File: config.mk
export PLATFORM = sky130hd
export DESIGN_NAME = uart_tx_arbiter
export DESIGN_NICKNAME = d
export VERILOG_FILES = /design/src/rtl/uart_tx_arbiter.sv
export SDC_FILE = /design/constraint.sdc
export NUM_CORES = 1
export LEC_CHECK = 0
export BUFFER_PORTS_ARGS = -buffer_cell sky130_fd_sc_hd__buf_4
export CORE_UTILIZATION = 35
export CTS_CLUSTER_SIZE = 24
export DETAILED_ROUTE_END_ITERATION = 12
export GPL_ROUTABILITY_DRIVEN = 1
export PLACE_DENSITY = 0.77
export SLEW_MARGIN = 20
export SYNTH_ARGS = -nofsm -noshare
export SYNTH_HDL_FRONTEND = slang
export SYNTH_SLANG_ARGS = --single-unit
File: constraint.sdc
create_clock -name clk -period 1.5 [get_ports clk]
set_input_delay 0.15 -clock clk [delete_from_list [all_inputs] [get_ports clk]]
set_output_delay 0.15 -clock clk [all_outputs]
set_load 0.01 [all_outputs]
File: src/rtl/uart_tx_arbiter.sv
// Round-robin arbiter that funnels single bytes from N_REQ requesters into one TX FIFO.
// Optional macro UART_ARB_PACKET_LOCK_EN holds a grant until the byte flagged req_last is accepted.
module uart_tx_arbiter #(
    parameter int N_REQ    = 4,
    parameter int ID_WIDTH = 2
) (
    input  logic                  clk,
    input  logic                  reset,
    input  logic                  clear,
    input  logic [N_REQ-1:0]      req_valid,
    input  logic [8*N_REQ-1:0]    req_data,
    input  logic [N_REQ-1:0]      req_last,
    output logic [N_REQ-1:0]      req_ready,
    input  logic                  tx_full,
    output logic                  tx_push,
    output logic [7:0]            tx_data,
    output logic [ID_WIDTH-1:0]   grant_id,
    output logic                  busy
);

    typedef enum logic {IDLE, XFER} state_t;

    state_t              state, state_nxt;
    logic [ID_WIDTH-1:0] rr_ptr, rr_ptr_nxt, grant_nxt;
    logic [ID_WIDTH-1:0] pick;
    logic                sel_valid;
    logic [7:0]          sel_data;
    logic                accept;
    logic                xfer_open;
    logic                grant_done;

    function automatic logic [ID_WIDTH-1:0] wrap_inc(input logic [ID_WIDTH-1:0] id);
        if (id >= ID_WIDTH'(N_REQ - 1))
            return '0;
        else
            return id + ID_WIDTH'(1);
    endfunction

    // First asserted requester at or after ptr, scanning by distance so the wrap is implicit.
    function automatic logic [ID_WIDTH-1:0] rr_select(input logic [N_REQ-1:0] v,
                                                      input logic [ID_WIDTH-1:0] ptr);
        logic [ID_WIDTH-1:0] sel;
        logic                found;
        sel   = '0;
        found = 1'b0;
        for (int k = 0; k < N_REQ; k++) begin
            for (int i = 0; i < N_REQ; i++) begin
                if (!found && v[i] && (i == (int'(ptr) + k) % N_REQ)) begin
                    found = 1'b1;
                    sel   = ID_WIDTH'(i);
                end
            end
        end
        return sel;
    endfunction

`ifdef UART_ARB_PACKET_LOCK_EN
    logic sel_last;
`else
    logic last_unused;
    assign last_unused = ^req_last;
`endif

    always_ff @(posedge clk or posedge reset) begin
        if (reset) begin
            state    <= IDLE;
            rr_ptr   <= '0;
            grant_id <= '0;
        end else begin
            state    <= state_nxt;
            rr_ptr   <= rr_ptr_nxt;
            grant_id <= grant_nxt;
        end
    end

    always_comb begin
        state_nxt  = state;
        rr_ptr_nxt = rr_ptr;
        grant_nxt  = grant_id;
        sel_valid  = 1'b0;
        sel_data   = 8'h00;
`ifdef UART_ARB_PACKET_LOCK_EN
        sel_last   = 1'b0;
`endif
        req_ready  = '0;
        grant_done = 1'b0;
        pick       = rr_select(req_valid, rr_ptr);

        for (int i = 0; i < N_REQ; i++) begin
            if (grant_id == ID_WIDTH'(i)) begin
                sel_valid = req_valid[i];
                sel_data  = req_data[8*i +: 8];
`ifdef UART_ARB_PACKET_LOCK_EN
                sel_last  = req_last[i];
`endif
            end
        end

        // clear suppresses the handshake in the same cycle it flushes the grant.
        xfer_open = (state == XFER) && !clear;
        for (int i = 0; i < N_REQ; i++) begin
            req_ready[i] = xfer_open && !tx_full && (grant_id == ID_WIDTH'(i));
        end
        accept  = xfer_open && !tx_full && sel_valid;
        tx_push = accept;
        tx_data = (state == XFER) ? sel_data : 8'h00;
        busy    = (state == XFER);

`ifdef UART_ARB_PACKET_LOCK_EN
        grant_done = accept && sel_last;
`else
        grant_done = accept || !sel_valid;
`endif

        if (clear) begin
            state_nxt  = IDLE;
            rr_ptr_nxt = '0;
            grant_nxt  = '0;
        end else begin
            case (state)
                IDLE: begin
                    if (|req_valid) begin
                        grant_nxt = pick;
                        state_nxt = XFER;
                    end
                end
                XFER: begin
                    if (grant_done) begin
                        state_nxt  = IDLE;
                        rr_ptr_nxt = wrap_inc(grant_id);
                    end
                end
                default: state_nxt = IDLE;
            endcase
        end
    end

endmodule

==> impl_metrics.ini <==
[layout]
fillCellCount = 155
final_net_count = 220
area_growth_syn_to_layout_pct = 96.8
final_layout_size_suffix_gt1_frac = 0.608
seqCellArea_um2 = 128
layoutNonFillerInstCount = 198
antenna_cells = 0
final_core_util = 0.744
area_occupied_by_multi_input_gates_um2 = 661

[synthesis]
synth.top_cells.by_area = dfrtp_1 (17%), a21oi_1 (8.7%), a211o_1 (8.2%)
synth_fp_nets = 151
syn_area_um2 = 749
post-synth-top-area-cell = dfrtp_1
synth_cells = 103
ys.warnings.count = 0
ys_types = 33
post_synth.cell_area_avg_um2 = 7.28
synth_seq_area_share = 0.167
synth_top_area_frac = 0.167
yosys_register_bits = 5

[min_path]
hold_path_class = primary input to flop

[die]
initial_core_util = 0.378
io_pins = 60
core_um2 = 1980
dieWidth_um = 48.3
floorplan.rows = 16
dieArea_um2 = 2330
vertical_die_dimension_um = 48.3

[drt]
drt_pass1_iterations = 4
drt.antenna.violating_nets = 0
remaining_drc_errors = 0
num_vias = 1081
vias_per_cell = 5.46
routedWlPerCell_um = 13.9
dr.first_iter.drc_count = 35
wirelength_mm = 2.76

[status]
outcome = finished, violations left
violations_in_the_final_reports = negative setup slack

[critical_path]
critical-path-top-cell-by-count = buf_4
timing.critical_path.cells = inv_2, ha_2, buf_4, a221oi_2, a211o_1, a21oi_2, buf_4
cp.required_ps = 1350
timing.critical_path.to_type = output pin
critical_path_class = flop to output pin
critical_path_peak_fanout = 10
start_kind = flop
cp_slowest_cell = dfrtp_1
worst_path_arrival_time_ps = 1750
cpPeakStageDelay_ps = 400

[timing]
setup-violations-final = 14
post-route-worst-setup-slack_ps = -402
finalHoldViolations = 0
rsz0062_at_grt = yes
achievable-frequency_mhz = 526
timing.max_slew.rel_slack = 0.637
finalClockSkew_ps = 2.83
timing.final.max_slew_violations = 0
period_minus_slack_ps = 1900
finalCritPeriodShare = 1.27
worstMarginPinSlew_ps = 540

[clocking]
tritoncts = yes
cts_htree_levels = 1
cts_sinks = 5
cts_buffers = 3
clk_path_buf_depth = 2
cts-root-buf = clkbuf_4
clkSlewWorstSetupHoldPaths_ps = 40
clk-insertion-delay-late_ps = 240

[placed_design]
portBuffers = 55
placed_cells = 191
detailedPlacementHpwl_mm = 2.07
pre_cts_slack_ps = -232
place.gp.congestion = 0.813

[power_and_ir_drop]
ir_drop_v = 0.000614
total_leakage_power_nw = 0.709
power_per_cell_area_nw_per_um2 = 680

[global_route]
grt_pass1_vias = 923
grt_start_max_net_pins = 18
grtUsageTotal = 0.239
globalRouteOverflowTotal = 0
grt_pass1_wl_mm = 3.86
grt_antenna_before_repair = 0

[run]
cap_violations = 0
cells in the mapped netlist:
master     number
nor2b_1         2
buf_4           1
and4bb_1        1
o22ai_1         1
nand3_1         1
o221ai_1        2
a211o_1         7
nor2_1          5
ha_1            4
a211oi_1        1
o21ai_0         2
inv_1          15
nand3b_1        1
nor4_1          1
a21boi_0        1
dfrtp_1         5
buf_2           4
a2111oi_2       1
a221oi_1        7
a221oi_4        1
clkbuf_1        2
o21a_1          1
a21oi_1        13
nor3_1          1
o32ai_1         1
a311o_1         1
a21o_1          1
a22oi_1         1
nand2_1        12
a21oi_2         1
mux2i_1         1
and2_1          4
o211ai_1        1
routing by layer:
layer  track usage  part of all wire  up-vias  wire length (um)
li1              -                 -      512                 -
met1         0.244              0.37      488              1020
met2         0.456              0.51       74              1400
met3        0.0667              0.11        7               313
met4        0.0833            0.0083        0                23
met5             0                 0        -                 0
area by class of cell:
| type | instances | area share |
|---|---|---|
| timing repair buffer | 71 | 0.385 |
| multi-input combinational | 76 | 0.448 |
| sequential | 5 | 0.0865 |
| inverter | 15 | 0.0399 |
| tap | 27 | 0.0229 |
| clock buffer | 4 | 0.0178 |
cells by family after synthesis:
| logic type | Yosys count | share of synthesized area |
|---|---|---|
| DFF | 5 | 0.167 |
| buffers and inverters | 22 | 0.122 |
| AOI/OAI and AO/OA | 43 | 0.447 |
| adders and majority gates | 4 | 0.0668 |
| muxes | 1 | 0.0134 |
| and+or+nand+nor | 28 | 0.184 |
worst paths after layout:
path	slack [ps]	depth (start not counted)	startpoint	endpoint
hold / removal	110	2	clear	grant_id[1]
setup / recovery	-400	7	grant_id[1]	tx_data[1]
max in group asynchronous	940	3	reset	grant_id[0]
min in group asynchronous	380	3	reset	rr_ptr[0]
setup reg to reg	-320	8	grant_id[1]	rr_ptr[0]
hold reg to reg	560	1	busy	busy
through the flow:
stage	TNS (ps)	hold WS [ps]	power (mW)	instance area, um2
after CTS	-4190	100	0.973	1440
after global routing	-5380	101	1.08	1480
final	-4070	106	1.00	1480
after floorplan	-1330	-71.5	0.493	788
after detailed placement	-2260	60.3	0.751	1320
after global placement	-1720	56.3	0.736	1320
worst max-delay path: cells and delay by family, from the launching register on:
kind                     cells  cell delay, ps
AO/OA/AOI/OAI                3             490
buffers and inverters        3             420
flip-flops                   1             400
adder cells (fa/ha/maj)      1             210
cell usage in the layout (no fill, tap or decap), drive strengths merged, types with 2 or more instances in the layout:
cell    synthesis  final
a211o           7      7
a21oi          14     14
a221oi          8      8
and2            4      4
buf             5     70
clkbuf          2      4
dfrtp           5      5
ha              4      4
inv            15     15
nand2          12     12
nor2            5      5
nor2b           2      2
o21ai           2      2
o221ai          2      2
flip-flops by register name, summed over array words and instances, names as in the netlist:
name	cells
grant_id	2
busy	1
rr_ptr	2
timing repair:
action	4_1_cts	5_1_grt
hold buffers	1	0
setup buffers	2	0
gates cloned	0	0
pin swaps	13	1
resized for setup	15	9
endpoints found under the setup margin	14	16
endpoints found under the hold margin	5	0
power by group:
part	switching, mW	leakage, nW	total (mW)	internal, mW
sequential	0.0291	0.0638	0.183	0.154
clock	0.0530	0.0150	0.153	0.100
combinational	0.302	0.631	0.666	0.364
total	0.384	0.709	1.00	0.618
Power figures use the tool's default switching activity.
